[src/rtl/ifetch_queue_pkg.sv]
// Shared front-end definitions: datapath widths, RV32 major opcodes used by
// decode, the fetch-queue entry layout and a PC alignment helper.
package ifetch_queue_pkg;

    localparam int XLEN   = 32;
    localparam int INST_W = 32;

    // Major opcodes (inst[6:0]) consumed by the decode control unit.
    localparam logic [6:0] OP_RTYPE  = 7'b0110011;
    localparam logic [6:0] OP_LOAD   = 7'b0000011;
    localparam logic [6:0] OP_JALR   = 7'b1100111;
    localparam logic [6:0] OP_BRANCH = 7'b1100011;
    localparam logic [6:0] OP_JAL    = 7'b1101111;
    localparam logic [6:0] OP_FLW    = 7'b0000111;
    localparam logic [6:0] OP_FSW    = 7'b0100111;

    // One decoded-side queue entry: the instruction word and where it came from.
    typedef struct packed {
        logic [INST_W-1:0] inst;
        logic [XLEN-1:0]   pc;
    } ifq_entry_t;

    // Force a fetch address onto a word boundary.
    function automatic logic [XLEN-1:0] align_word(input logic [XLEN-1:0] pc);
        return pc & ~(XLEN'(3));
    endfunction

endpackage

[src/rtl/ifq_fifo.sv]
// Parameterized synchronous FIFO with a synchronous flush. Storage is read
// combinationally from the head slot, so a word written on one edge becomes
// visible only after that edge (no write-to-read bypass).
module ifq_fifo #(
    parameter int WIDTH = 32,
    parameter int DEPTH = 4
) (
    input  logic                       clk,
    input  logic                       rst,
    input  logic                       clr,
    input  logic                       push,
    input  logic [WIDTH-1:0]           wdata,
    input  logic                       pop,
    output logic [WIDTH-1:0]           rdata,
    output logic [$clog2(DEPTH+1)-1:0] count,
    output logic                       full
);

    localparam int AW = $clog2(DEPTH);
    localparam int CW = $clog2(DEPTH + 1);

    logic [WIDTH-1:0] mem [DEPTH];
    logic [AW-1:0]    wr_ptr;
    logic [AW-1:0]    rd_ptr;
    logic             do_push;
    logic             do_pop;

    assign full    = (count == CW'(DEPTH));
    assign do_push = push && !full;
    assign do_pop  = pop && (count != '0);
    assign rdata   = mem[rd_ptr];

    // Storage, pointers and occupancy; flush empties without touching storage.
    // NOTE: state is updated with <= so every register samples pre-edge values;
    // the storage array is also reset so the head output reads zero in reset.
    always_ff @(posedge clk or posedge rst) begin
        if (rst) begin
            for (int i = 0; i < DEPTH; i++) begin
                mem[i] <= '0;
            end
            wr_ptr <= '0;
            rd_ptr <= '0;
            count  <= '0;
        end else if (clr) begin
            wr_ptr <= '0;
            rd_ptr <= '0;
            count  <= '0;
        end else begin
            if (do_push) begin
                mem[wr_ptr] <= wdata;
                wr_ptr      <= wr_ptr + AW'(1);
            end
            if (do_pop) begin
                rd_ptr <= rd_ptr + AW'(1);
            end
            unique case ({do_push, do_pop})
                2'b10:   count <= count + CW'(1);
                2'b01:   count <= count - CW'(1);
                default: count <= count;
            endcase
        end
    end

endmodule

[src/rtl/ifetch_queue.sv]
// Instruction fetch queue: issues in-order fetches under a credit limit,
// tags each request with its PC, buffers returned words for decode, and on a
// redirect flushes everything and silently drops responses still in flight.
module ifetch_queue
    import ifetch_queue_pkg::*;
#(
    parameter int              DEPTH    = 4,
    parameter logic [XLEN-1:0] RESET_PC = 32'h0000_0000
) (
    input  logic              clk,
    input  logic              rst,
    output logic              imem_req_valid,
    input  logic              imem_req_ready,
    output logic [XLEN-1:0]   imem_req_addr,
    input  logic              imem_rsp_valid,
    input  logic [INST_W-1:0] imem_rsp_data,
    input  logic              redirect_valid,
    input  logic [XLEN-1:0]   redirect_pc,
    output logic              id_valid,
    input  logic              id_ready,
    output logic [INST_W-1:0] id_inst,
    output logic [XLEN-1:0]   id_pc,
    output logic [6:0]        id_opcode
);

    localparam int          CW      = $clog2(DEPTH + 1);
    localparam logic [CW:0] CREDITS = (CW + 1)'(DEPTH);

    logic [XLEN-1:0] fetch_pc;
    logic [CW-1:0]   outstanding;
    logic [CW-1:0]   outstanding_next;
    logic [CW-1:0]   discard;
    logic [CW-1:0]   tag_count;
    logic [CW-1:0]   occupancy;
    logic [CW:0]     credit_used;
    logic            tag_full;
    logic            entry_full;
    logic [XLEN-1:0] tag_pc;
    ifq_entry_t      entry_in;
    ifq_entry_t      entry_out;
    logic            req_fire;
    logic            rsp_retire;
    logic            rsp_keep;
    logic            pop_fire;

    // Every buffered word and every in-flight fetch holds one credit.
    assign credit_used    = {1'b0, occupancy} + {1'b0, outstanding};
    assign imem_req_valid = !rst && !redirect_valid && !tag_full && !entry_full
                            && (credit_used < CREDITS);
    assign imem_req_addr  = fetch_pc;
    assign req_fire       = imem_req_valid && imem_req_ready;

    // A response with nothing outstanding is a protocol error and is ignored.
    assign rsp_retire = imem_rsp_valid && (outstanding != '0);
    assign rsp_keep   = rsp_retire && (discard == '0) && !redirect_valid
                        && (tag_count != '0);
    assign pop_fire   = id_valid && id_ready && !redirect_valid;
    assign entry_in   = '{inst: imem_rsp_data, pc: tag_pc};

    assign id_valid  = (occupancy != '0);
    assign id_inst   = entry_out.inst;
    assign id_pc     = entry_out.pc;
    assign id_opcode = entry_out.inst[6:0];

    // PC of every live request, consumed as its response returns.
    ifq_fifo #(
        .WIDTH (XLEN),
        .DEPTH (DEPTH)
    ) u_tag_fifo (
        .clk   (clk),
        .rst   (rst),
        .clr   (redirect_valid),
        .push  (req_fire),
        .wdata (fetch_pc),
        .pop   (rsp_keep),
        .rdata (tag_pc),
        .count (tag_count),
        .full  (tag_full)
    );

    // Instruction + PC entries waiting for decode.
    ifq_fifo #(
        .WIDTH ($bits(ifq_entry_t)),
        .DEPTH (DEPTH)
    ) u_entry_fifo (
        .clk   (clk),
        .rst   (rst),
        .clr   (redirect_valid),
        .push  (rsp_keep),
        .wdata (entry_in),
        .pop   (pop_fire),
        .rdata (entry_out),
        .count (occupancy),
        .full  (entry_full)
    );

    // Outstanding count after this cycle's accept and retire.
    // NOTE: the default assignment first keeps this purely combinational (no latch).
    always_comb begin
        outstanding_next = outstanding;
        unique case ({req_fire, rsp_retire})
            2'b10:   outstanding_next = outstanding + CW'(1);
            2'b01:   outstanding_next = outstanding - CW'(1);
            default: outstanding_next = outstanding;
        endcase
    end

    // Fetch PC, in-flight count and the number of stale responses to drop.
    always_ff @(posedge clk or posedge rst) begin
        if (rst) begin
            fetch_pc    <= RESET_PC;
            outstanding <= '0;
            discard     <= '0;
        end else begin
            outstanding <= outstanding_next;
            if (redirect_valid) begin
                fetch_pc <= align_word(redirect_pc);
                discard  <= outstanding_next;
            end else begin
                if (req_fire) begin
                    fetch_pc <= fetch_pc + XLEN'(4);
                end
                if (rsp_retire && (discard != '0)) begin
                    discard <= discard - CW'(1);
                end
            end
        end
    end

endmodule

[config.mk]
export PLATFORM = sky130hd
export DESIGN_NAME = ifetch_queue
export DESIGN_NICKNAME = d
export VERILOG_FILES = /design/src/rtl/ifetch_queue_pkg.sv /design/src/rtl/ifq_fifo.sv /design/src/rtl/ifetch_queue.sv
export SDC_FILE = /design/constraint.sdc
export NUM_CORES = 1
export LEC_CHECK = 0
export CAP_MARGIN = 20
export CORE_ASPECT_RATIO = 0.7
export CORE_MARGIN = 2
export CORE_UTILIZATION = 59
export CTS_CLUSTER_SIZE = 30
export DETAILED_ROUTE_END_ITERATION = 10
export GPL_TIMING_DRIVEN = 0
export HOLD_SLACK_MARGIN = 0.03
export PLACE_DENSITY = 0.81
export SYNTH_ARGS = -nofsm -noshare
export SYNTH_HDL_FRONTEND = slang
export SYNTH_HIERARCHICAL = 1
export SYNTH_SLANG_ARGS = --single-unit
[constraint.sdc]
create_clock -name clk -period 12.9 [get_ports clk]
set_input_delay 3.87 -clock clk [delete_from_list [all_inputs] [get_ports clk]]
set_output_delay 3.87 -clock clk [all_outputs]
set_load 0.01 [all_outputs]
After elaboration in Yosys (flattened, before gate mapping)
Cells that the tools add are included.
Widths: inputs -> output; s select.
{"block": "word_totals", "ff_bits": 436, "inputBits": 70, "out_inout_bits": 105, "wordCells": 116}
{"block": "op_classes", "addsub": 13, "order_cmp": 7, "eq_ne": 8, "n_mux": 29, "bitwise": 5, "reduce_logical": 37}
{"cell": "$bwmux 256", "count": 1}
{"cell": "$mux 64", "count": 3}
{"cell": "$mux 32", "count": 5}
{"cell": "$bmux 64 s2", "count": 1}
{"cell": "$bwmux 128", "count": 1}
{"cell": "$demux 64 s2", "count": 1}
{"cell": "$bmux 32 s2", "count": 1}
{"cell": "$demux 32 s2", "count": 1}
{"cell": "$add 32x3->32 const B", "count": 1}
{"cell": "$logic_and 1x1->1", "count": 18}
{"cell": "$pmux 3 s2", "count": 3}
{"cell": "$reduce_bool 3->1", "count": 6}
{"cell": "$mux 2", "count": 8}
{"cell": "$ge 3x3->1 const B", "count": 4}
{"cell": "$mux 3", "count": 4}
{"cell": "$not 2->3", "count": 4}
{"cell": "$reduce_bool 2->1", "count": 6}
{"cell": "$sub 3x1->3 const B", "count": 4}
{"cell": "$add 3x1->3 const B", "count": 3}
{"cell": "$add 2x1->2 const B", "count": 4}
{"cell": "$eq 2x1->1 const B", "count": 3}
{"cell": "$eq 2x2->1 const B", "count": 3}
{"cell": "$eq 3x3->1 const B", "count": 2}
{"cell": "$lt 3x1->1 const B", "count": 2}
{"cell": "other kinds (6)", "count": 10}

Depth between registers and ports, before layout
Gate-level depths: netlist of the first run.
{"block": "depth", "depth_word": 10, "ltp_mapped": 16, "ltp_nobuf": 13}

Modules after synthesis
Netlist of the first run, hierarchy kept.
{"mod": "ifq_fifo at u_entry_fifo", "instances": 1, "cells_each": 678, "area_per_inst_um2": 11612.4, "seq_area_each_um2": 6581.3}
{"mod": "ifq_fifo at u_tag_fifo", "instances": 1, "cells_each": 375, "area_per_inst_um2": 6718.9, "seq_area_each_um2": 3378.2}
{"mod": "ifetch_queue", "instances": 1, "cells_each": 269, "area_per_inst_um2": 2301.0, "seq_area_each_um2": 900.9}

Worst setup path after synthesis of the first run
OpenSTA, ideal clock, no wires.
{"block": "synth_timing", "kind": "in2out", "from": "input redirect_valid", "to": "output imem_req_valid", "arrival_ps": 4323, "required_time_ps": 9030, "path_slack_ps": 4707, "cell_stages": 2, "n_path_buf": 0, "cell_sequence": "nor3_1 and3_1"}
{"block": "synth_between", "elab_chain_len": 5}
{"element": "start, declared", "line_no": "ifetch_queue.sv:17", "rtl": "input logic redirect_valid,"}
{"element": "$logic_not 1->1", "line_no": "ifetch_queue.sv:48", "rtl": "assign imem_req_valid = !rst && !redirect_valid && !tag_full && !entry_full"}
{"element": "$logic_and 1x1->1 (3 in series)", "line_no": "ifetch_queue.sv:48"}
{"element": "$logic_and 1x1->1", "line_no": "ifetch_queue.sv:49", "rtl": "&& (credit_used < CREDITS);"}
{"element": "end, declared", "line_no": "ifetch_queue.sv:12", "rtl": "output logic imem_req_valid,"}
No other way between the ends.

Final worst setup path of the first run
Same ends and word-level chain as after synthesis.

==> results.tsv, run 1 <==
stage	metric	value	unit
critical_path	rrSetupSlack	9.50	ns
global_route	gr-total-overflow	0	
synth	async_flop_share	100	%
placement	gp_congestion	0.880	
layout	fin_cells	2053	
critical_path	cp.arrival	5.72	ns
route	vias	12300	
floorplan	rows	57	
synth	synthesis.area	0.0206	mm²
route	detail_route.wl_per_cell	22.7	µm
synth	syn_avg_cell_area	15.6	µm²
global_route	grt_max_degree	131	
clock_network	clockBufferDepth	3	
sta	finalMaxSlewViolations	0	
layout	n_antenna_cell	0	
pwr	leakage	11.7	nW
placement	dp_hpwl	31.7	mm
floorplan	fp.dieH	160	µm
critical_path	endpoint_kind	output port	
sta	worst_pin_slew	0.958	ns
layout	seqCellArea	0.0109	mm²
placement	port_buffers	170	
sta	rsz0062_at_grt	no	
pwr	swShare	24.9	%
clock_network	cts.sinks	434	
sta	fin_setup_tns	0	ns
clock_network	holdBufCountCts	0	
floorplan	core_area	0.0346	mm²
layout	fill_cells	2303	
clock_network	ctsRootBufferMaster	clkbuf_16	
sta	period_share	74.4	%
pwr	power_density	129	mW/mm²
floorplan	initial_utilization	59.6	%
floorplan	die_area	0.0365	mm²
route	vias_per_cell	5.97	
pwr	p_comb_share	12.9	%
synth	synth.distinct_cells	63	
sta	hold_viol_final	0	
sta	timing.fmax	0.104	GHz
global_route	grt_pass1_wl	75.2	mm
layout	drive_gt1_share	39.7	%
pwr	irDropWorstVdd	0.0977	mV
critical_path	worstPathMaxFanout	11	
clock_network	cts-resized-gates	0	
sta	holdWs	0.498	ns
route	drt_wl_total	46.6	mm
pwr	power_frac_clock	38.6	%
synth	ys.flop_type	dfrtp_1	
sta	fin_crit	9.59	ns
critical_path	start_kind	input pin	
status	outcome	finished, final reports clean	
sta	max_slew_margin	36.1	%
sta	skew	0.0127	ns
layout	areaGrowthSynthToFinish	18.4	%
floorplan	die_w	228	µm
flow_run	cap_viol_max_count	0	
placement	dp_cells	1977	
critical_path	worstPathRequired	9.03	ns
pwr	internal_power	2.37	mW
route	drt-pass1-iter-count	5	
clock_network	cts_tree	yes	
route	drc	0	
clock_network	postCtsSetupRepairBufs	0	
floorplan	ios	175	
clock_network	clk_pin_slew	0.06	ns
synth	yosysWarnings	6	
route	drtIter0Drc	961	
global_route	grt_pass1_vias	13400	
critical_path	path_class	in2out	
pwr	seq_power_share	48.5	%
layout	finish.instance_area	0.0244	mm²
synth	ys_seq_area_share	52.6	%
worst_hold_path	min_path_type	reg2reg	
synth	synthCells	1322	
global_route	antenna_found_initial	0	
route	ant_nets	0	
layout	nets	1636	
synth	synth-seq-cells	434	
layout	multi_input_comb_area	0.00895	mm²
pwr	power_switching	0.784	mW
global_route	grt_usage	26.6	%
placement	placed_area	0.0231	mm²
clock_network	numCtsBuffers	42	
synth	synth_edf_count	0	
pwr	power.total	3.15	mW
clock_network	clock_latency	0.54	ns
sta	setup_viol	0	
clock_network	htreeDepth	2	
[cells by family after synthesis]
logic type | after synthesis | synth area share, %
multiplexers | 486 | 33.9
AND/OR/NAND/NOR | 175 | 4.90
flip-flops | 434 | 52.6
adder cells (fa/ha/maj) | 17 | 1.14
XOR/XNOR | 11 | 0.467
AO/OA/AOI/OAI | 89 | 2.80
other | 1 | 0.0182
buffers and inverters | 109 | 4.13
[per-stage QoR]
step / setup WS (ns) / utilization (%)
2_1_floorplan: 1.79 / -
3_3_place_gp: -1.34 / 66.4
3_5_place_dp: 3.33 / 66.7
4_1_cts: 3.32 / 70.6
5_1_grt: 3.21 / 70.6
6_report: 3.31 / 70.6
[worst max-delay path, cell delays in order]
cell and delay (ns):
clkdlybuf4s50_1 0.68, nor3_1 0.42, and3_1 0.22, clkdlybuf4s50_1 0.53
[synth_stat cells (4+ instances only)]
cell / count / area share (%)
nor2b_1: 6 / 0.18
buf_4: 10 / 0.36
mux2i_1: 6 / 0.29
inv_1: 21 / 0.38
nand3b_1: 10 / 0.36
buf_6: 26 / 1.4
o311ai_0: 10 / 0.42
xor2_1: 6 / 0.25
o211ai_1: 13 / 0.47
nand3_1: 17 / 0.41
a21oi_1: 15 / 0.36
buf_12: 12 / 1.2
nand4_1: 14 / 0.42
or3_1: 4 / 0.12
xnor2_1: 5 / 0.21
clkbuf_1: 21 / 0.38
nand3_4: 5 / 0.42
buf_2: 12 / 0.29
nand2_1: 47 / 0.86
nor3_1: 7 / 0.17
nand2_2: 4 / 0.12
ha_1: 14 / 0.85
mux4_2: 96 / 10
nand2b_1: 9 / 0.27
buf_1: 7 / 0.13
o21ai_0: 30 / 0.73
nor2_1: 28 / 0.51
dfrtp_1: 434 / 53
mux2_2: 264 / 14
mux2_4: 120 / 8.7
[cells in the final DEF (no fill, tap or decap), types with 26 or more instances in the layout]
cell type / n
mux2_2: 264
o21ai_0: 30
clkbuf_1: 35
mux2_4: 120
clkbuf_16: 43
nand2_1: 47
dfrtp_1: 434
clkdlybuf4s50_1: 170
nor2_1: 28
buf_6: 26
mux4_2: 96
[routing by layer]
metal  GRT usage [%]  vias to the layer above  wire, µm  part of all wire (%)
met2            41.4                      347     22100                    47
met3            4.41                       69      2350                   5.0
met1            39.5                     6472     21300                    46
li1                -                     5364         -                     -
met4            7.19                        0       945                   2.0
met5               0                        -         0                     0
[worst paths after layout]
kind,start,endpoint,cells past startpoint
min in group asynchronous,rst,u_tag_fifo/count[0],2
setup / recovery,redirect_valid,imem_req_valid,4
hold / removal,u_entry_fifo/mem[96],u_entry_fifo/mem[96],1
setup reg to reg,u_tag_fifo/count[1],u_tag_fifo/count[1],12
hold reg to reg,u_entry_fifo/mem[96],u_entry_fifo/mem[96],1
max in group asynchronous,rst,u_entry_fifo/mem[0],4
[power by group through the flow]
stage / Combinational [mW] / Sequential [mW] / Clock (mW)
after global placement: 0.385 / 1.54 / 0
after CTS: 0.409 / 1.52 / 1.24
after detailed placement: 0.406 / 1.55 / 0
final: 0.406 / 1.53 / 1.22
after floorplan: 0.271 / 1.52 / 0
after global routing: 0.444 / 1.54 / 1.30
[final cells by class]
cell class | count | share of cell area, %
Clock inverter | 7 | 0.261
Buffer | 88 | 3.17
Inverter | 21 | 0.374
Tap cell | 472 | 2.42
Multi-Input combinational cell | 788 | 36.7
Sequential cell | 434 | 44.5
Timing Repair Buffer | 174 | 7.35
Clock buffer | 69 | 5.30
[registers in the layout, summed over array words and instances, names as in the netlist]
signal               count
u_entry_fifo/mem       256
u_tag_fifo/mem         128
imem_req_addr           30
discard                  3
outstanding              3
u_entry_fifo/count       3
u_tag_fifo/count         3
u_entry_fifo/rd_ptr      2
u_entry_fifo/wr_ptr      2
u_tag_fifo/rd_ptr        2
u_tag_fifo/wr_ptr        2
Note: power is estimated with default switching activity, not from simulation.
==> inputs of run 2 (changes only) <==
==> constraint.sdc (replaced) <==
create_clock -name clk -period 8.92 [get_ports clk]
set_input_delay 2.676 -clock clk [delete_from_list [all_inputs] [get_ports clk]]
set_output_delay 2.676 -clock clk [all_outputs]
set_load 0.01 [all_outputs]
==> run 2 against run 1 <==
Global-route usage shrank 0.068 points. Clock power grew 47%. Final area grew 0.30%. Combinational power grew 44%. Register-to-register slack lost 3.9 ns. Clock-buffer cell count shrank 17. Die area is the same. Critical endpoint unchanged.
==> results.tsv, run 2 (synthesis results as in run 1) <==
stage	metric	value	unit	change
route	vias_per_cell	5.98		+0.15%
sta	period_share	80.4	%	
layout	drive_gt1_share	40.2	%	+0.53 points
route	vias	12300		+0.11%
global_route	top_usage_layer	met2		
layout	layout_common_cells	dfrtp_1 (434), mux2_2 (264), clkdlybuf4s50_1 (170), mux2_4 (120), mux4_2 (96)		
critical_path	rrSetupSlack	5.56	ns	-3.94 ns
critical_path	reg2reg_depth	13		+1
pwr	irDropWorstVdd	0.136	mV	+39%
clock_network	cts.sinks	434		unchanged
critical_path	rr_startpoint	u_entry_fifo/count[1]		
floorplan	fp.dieH	160	µm	unchanged
floorplan	ios	175		unchanged
sta	skew	0.0138	ns	+0.00106 ns
critical_path	max_stage_delay	0.67	ns	about the same
global_route	use_met3	4.17	%	-0.24 points
critical_path	startpoint	redirect_valid		
critical_path	endpoint	imem_req_valid		
clock_network	cts_tree	yes		
critical_path	critPathBufInv	2		unchanged
critical_path	worstPathMaxFanout	11		unchanged
floorplan	rows	57		unchanged
clock_network	clock_latency	0.56	ns	+0.02 ns
layout	post-route-util	70.8	%	+0.21 points
layout	n_antenna_cell	0		unchanged
critical_path	endpoint_kind	output port		
flow_run	cap_viol_max_count	0		unchanged
floorplan	die_area	0.0365	mm²	unchanged
layout	fin_cells	2052		-0.049%
clock_network	clk_pin_slew	0.06	ns	about the same
critical_path	cp_common_cell	clkdlybuf4s50_1		
clock_network	clockBufferDepth	3		unchanged
sta	finalMaxSlewViolations	0		unchanged
critical_path	crit_chain	clkdlybuf4s50_1, nor3_1, and3_1, clkdlybuf4s50_1		
route	ant_nets	0		unchanged
critical_path	timing.rr.end	discard[2]		
critical_path	path_class	in2out		
global_route	grt_pass1_vias	13200		-0.98%
clock_network	postCtsSetupRepairBufs	0		unchanged
global_route	gr-total-overflow	0		unchanged
critical_path	cp.arrival	4.50	ns	-1.22 ns
placement	port_buffers	170		unchanged
floorplan	core_area	0.0346	mm²	unchanged
critical_path	cpMaxStageDelayCell	clkdlybuf4s50_1		
clock_network	cts-resized-gates	0		unchanged
sta	max_slew_margin	38.1	%	+2.0 points
critical_path	crit_cells	4		unchanged
clock_network	htreeDepth	2		unchanged
layout	fill_cells	2263		-1.7%
worst_hold_path	min_path_type	reg2reg		
placement	dp_cells	1981		+0.20%
layout	largest_reg_flops	256		unchanged
sta	timing.fmax	0.139	GHz	
floorplan	initial_utilization	59.6	%	unchanged
sta	fin_crit	7.18	ns	
global_route	antenna_found_initial	0		unchanged
sta	rsz0062_at_grt	no		
pwr	power.total	4.58	mW	+45%
global_route	use_met1	40.1	%	+0.55 points
floorplan	die_w	228	µm	unchanged
global_route	grt_max_degree	78		-40%
layout	regMostFlops	u_entry_fifo/mem		
layout	layout_commonest_cell	dfrtp_1		
sta	fin_setup_tns	0	ns	unchanged
critical_path	start_kind	input pin		
sta	setup_slack	1.74	ns	-1.56 ns
global_route	grt_pass1_wl	75.0	mm	-0.27%
critical_path	worstPathRequired	6.24	ns	-2.79 ns
placement	dp_hpwl	32.0	mm	+0.74%
placement	gp_congestion	0.863		-1.9%
clock_network	holdBufCountCts	0		unchanged
sta	worst_pin_slew	0.921	ns	-0.0377 ns
clock_network	numCtsBuffers	42		unchanged
layout	nets	1640		+0.24%
sta	hold_viol_final	0		unchanged
global_route	grt_usage	26.6	%	-0.068 points
sta	setup_viol	0		unchanged
layout	areaGrowthSynthToFinish	18.7	%	
route	drtIter0Drc	840		-13%
placement	dp_worst_setup_slack	1.75	ns	-1.58 ns
route	drc	0		unchanged
route	drt-pass1-iter-count	5		unchanged
status	outcome	finished, final reports clean		
global_route	met2_usage	41.3	%	-0.083 points
pwr	power_density	187	mW/mm²	+45%
clock_network	ctsRootBufferMaster	clkbuf_16		
critical_path	cpLargestDelayFamily	buffers and inverters		
route	detail_route.wl_per_cell	22.6	µm	-0.62%
route	drt_wl_total	46.3	mm	-0.67%
pwr	leakage	11.8	nW	+0.17%
==> run 2: cell types whose count changed in the layout (fill, tap and decap cells not counted), sizes merged <==
cell	change
buf	+4
clkinv	+3
inv	+1
clkbuf	-17
clkinvlp	+5
bufinv	+3
==> run 2: per-stage QoR <==
| step | instance area [µm²] | hold slack, ns |
|---|---|---|
| after floorplan | 20700 | 0.474 |
| after global placement | 23000 | 0.481 |
| after CTS | 24500 | 0.503 |
| after global routing | 24500 | 0.508 |
| final | 24500 | 0.500 |
| after detailed placement | 23100 | 0.488 |
==> run 2: worst min path at each step <==
stage,from,cells after the start,end
CTS,u_entry_fifo/mem[106],1,u_entry_fifo/mem[106]
global placement,u_entry_fifo/mem[106],1,u_entry_fifo/mem[106]
detailed placement,u_entry_fifo/mem[127],1,u_entry_fifo/mem[127]
global route,u_entry_fifo/mem[106],1,u_entry_fifo/mem[106]
floorplan,u_tag_fifo/mem[62],1,u_tag_fifo/mem[62]
finish,u_entry_fifo/mem[192],1,u_entry_fifo/mem[192]
==> run 2: power breakdown <==
part	switching (mW)	total (mW)	internal, mW
sequential	0.118	2.21	2.09
combinational	0.270	0.585	0.315
clock	0.762	1.79	1.03
==> run 2: final cells by class <==
type	instances	area (µm²)	area share, %
Sequential cell	434	10900	44.3
Clock buffer	52	1140	4.65
Buffer	88	773	3.16
Inverter	21	87.6	0.358
Timing Repair Buffer	178	1860	7.59
Clock inverter	19	230	0.940
Tap cell	472	591	2.41
Multi-Input combinational cell	788	8950	36.6
==> run 2: per-layer routing <==
metal	wire [µm]	part of all wire, %
met5	0	0
met1	21400	46
met4	743	1.6
met3	2310	5.0
met2	21800	47
==> inputs of run 3 (changes only) <==
--- a/config.mk
+++ b/config.mk
@@ -8,12 +8,12 @@
 export CAP_MARGIN = 20
 export CORE_ASPECT_RATIO = 0.7
 export CORE_MARGIN = 2
-export CORE_UTILIZATION = 59
+export CORE_UTILIZATION = 53
 export CTS_CLUSTER_SIZE = 30
 export DETAILED_ROUTE_END_ITERATION = 10
 export GPL_TIMING_DRIVEN = 0
 export HOLD_SLACK_MARGIN = 0.03
-export PLACE_DENSITY = 0.81
+export PLACE_DENSITY = 0.77
 export SYNTH_ARGS = -nofsm -noshare
 export SYNTH_HDL_FRONTEND = slang
 export SYNTH_HIERARCHICAL = 1
==> constraint.sdc (replaced) <==
create_clock -name clk -period 6.19 [get_ports clk]
set_input_delay 1.857 -clock clk [delete_from_list [all_inputs] [get_ports clk]]
set_output_delay 1.857 -clock clk [all_outputs]
set_load 0.01 [all_outputs]
==> run 3 against run 2 <==
Non-clock buffer count rose by 1. Register-to-register slack lost 2.7 ns. Power up 47%. Via count is 0.67% lower. Cell count rose by 3.0%. Sequential cell count is the same. Clock-buffer cell count grew 6. Wire length up 0.14%. Critical path type unchanged. Largest power group unchanged.
==> results.tsv, run 3 (synthesis results as in run 1) <==
stage	metric	value	unit	change
critical_path	cp.arrival	3.65	ns	-0.85 ns
route	detail_route.wl_per_cell	21.9	µm	-2.8%
critical_path	worstPathRequired	4.33	ns	-1.91 ns
route	drt_wl_total	46.4	mm	+0.14%
clock_network	clock_latency	0.55	ns	about the same
layout	areaGrowthSynthToFinish	19.6	%	
layout	n_antenna_cell	0		unchanged
route	vias	12200		-0.67%
layout	layout_common_cells	dfrtp_1 (434), mux2_2 (264), clkdlybuf4s50_1 (170), mux2_4 (120), mux4_2 (96)		
placement	dp_hpwl	32.5	mm	+1.6%
flow_run	cap_viol_max_count	0		unchanged
sta	timing.fmax	0.182	GHz	
clock_network	cts-resized-gates	0		unchanged
placement	placed_area	0.0232	mm²	+0.36%
placement	port_buffers	170		unchanged
global_route	grt_max_degree	85		+9.0%
global_route	grt_pass1_vias	13100		-0.69%
layout	post-route-util	64.2	%	-6.6 points
clock_network	clk_pin_slew	0.06	ns	about the same
sta	setup_viol	0		unchanged
layout	layout_commonest_cell	dfrtp_1		
clock_network	cts.sinks	434		unchanged
pwr	leakage	11.8	nW	+0.49%
pwr	power_density	273	mW/mm²	+46%
critical_path	start_kind	input pin		
clock_network	clockBufferDepth	3		unchanged
floorplan	die_area	0.0405	mm²	+11%
sta	rsz0062_at_grt	no		
critical_path	endpoint_kind	output port		
pwr	power.total	6.73	mW	+47%
sta	hold_viol_final	0		unchanged
global_route	grt_pass1_wl	74.6	mm	-0.59%
layout	drive_gt1_share	40.4	%	+0.20 points
clock_network	htreeDepth	2		unchanged
sta	finalMaxSlewViolations	0		unchanged
floorplan	initial_utilization	53.7	%	-6.0 points
sta	period_share	88.9	%	
clock_network	cts_tree	yes		
layout	finish.instance_area	0.0247	mm²	+0.72%
sta	max_slew_margin	36.6	%	-1.5 points
placement	gp_congestion	0.877		+1.6%
global_route	grt_usage	23.8	%	-2.8 points
route	drtIter0Drc	802		-4.5%
layout	nets	1642		+0.12%
floorplan	die_w	240	µm	+5.4%
sta	holdWs	0.499	ns	-0.000908 ns
clock_network	ctsRootBufferMaster	clkbuf_16		
route	vias_per_cell	5.76		-3.6%
sta	worst_pin_slew	0.944	ns	+0.0230 ns
route	drc	0		unchanged
critical_path	path_class	in2out		
floorplan	ios	175		unchanged
sta	fin_setup_tns	0	ns	unchanged
pwr	irDropWorstVdd	0.205	mV	+51%
route	drt-pass1-iter-count	5		unchanged
worst_hold_path	min_path_type	reg2reg		
sta	skew	0.0156	ns	+0.00179 ns
global_route	antenna_found_initial	1		+1
clock_network	holdBufCountCts	0		unchanged
global_route	gr-total-overflow	0		unchanged
layout	largest_reg_flops	256		unchanged
floorplan	core_area	0.0384	mm²	+11%
clock_network	postCtsSetupRepairBufs	0		unchanged
layout	regMostFlops	u_entry_fifo/mem		
clock_network	numCtsBuffers	43		+2.4%
floorplan	fp.dieH	169	µm	+5.4%
sta	fin_crit	5.50	ns	
status	outcome	finished, final reports clean		
critical_path	worstPathMaxFanout	11		unchanged
route	ant_nets	0		unchanged
floorplan	rows	60		+5.3%
-- run 3: cell count changes in the layout (fill, tap and decap cells not counted), sizes merged --
| cell | previous run | this run |
|---|---|---|
| clkbuf | 73 | 79 |
| buf | 74 | 76 |
| bufinv | 4 | 5 |
| clkdlybuf4s18 | 1 | 0 |
| inv | 23 | 22 |
-- run 3: path summary, 6_finish.rpt --
kind,cells after the start,to,slack (ns),start
setup / recovery,4,imem_req_valid,0.69,redirect_valid
setup reg to reg,12,u_tag_fifo/count[1],2.82,u_tag_fifo/count[1]
min in group asynchronous,2,u_tag_fifo/mem[38],1.93,rst
hold reg to reg,1,u_entry_fifo/mem[91],0.50,u_entry_fifo/mem[91]
hold / removal,1,u_entry_fifo/mem[91],0.50,u_entry_fifo/mem[91]
max in group asynchronous,4,u_entry_fifo/mem[1],3.23,rst
-- run 3: final cells by class --
class                   count  area (µm²)
plain buffers              88         773
clock buffers              58        1220
clock inverters            19         238
fillers                  2775       13800
inverters                  21        87.6
multi-input cells         788        8950
flip-flops and latches    434       10900
well taps                 527         659
repair buffers            179        1870
-- run 3: through the flow --
step,cells,setup slack (ns)
3_5_place_dp,2037,0.558
4_1_cts,2114,0.664
6_report,2114,0.688
3_3_place_gp,2028,-1.20
5_1_grt,2114,0.524
2_1_floorplan,1331,0.722
-- run 3: power breakdown --
group          internal [mW]  total [mW]  switching [mW]
Clock                   1.60        2.69            1.10
Sequential              3.01        3.18           0.171
Combinational          0.456       0.856           0.399
Total                   5.06        6.73            1.67
-- run 3: layer usage --
metal | global-route usage, % | wire (µm) | share of wire, % | vias up
met5 | 0 | 13 | 0.028 | -
met4 | 5.54 | 800 | 1.7 | 2
met3 | 3.73 | 2070 | 4.5 | 59
met2 | 38.0 | 22200 | 48 | 278
met1 | 34.5 | 21300 | 46 | 6469
li1 | - | - | - | 5375
-- run 3: worst max-delay path: stages --
cell and delay [ns]:
clkdlybuf4s50_1 0.65, nor3_1 0.37, and3_1 0.22, clkdlybuf4s50_1 0.54
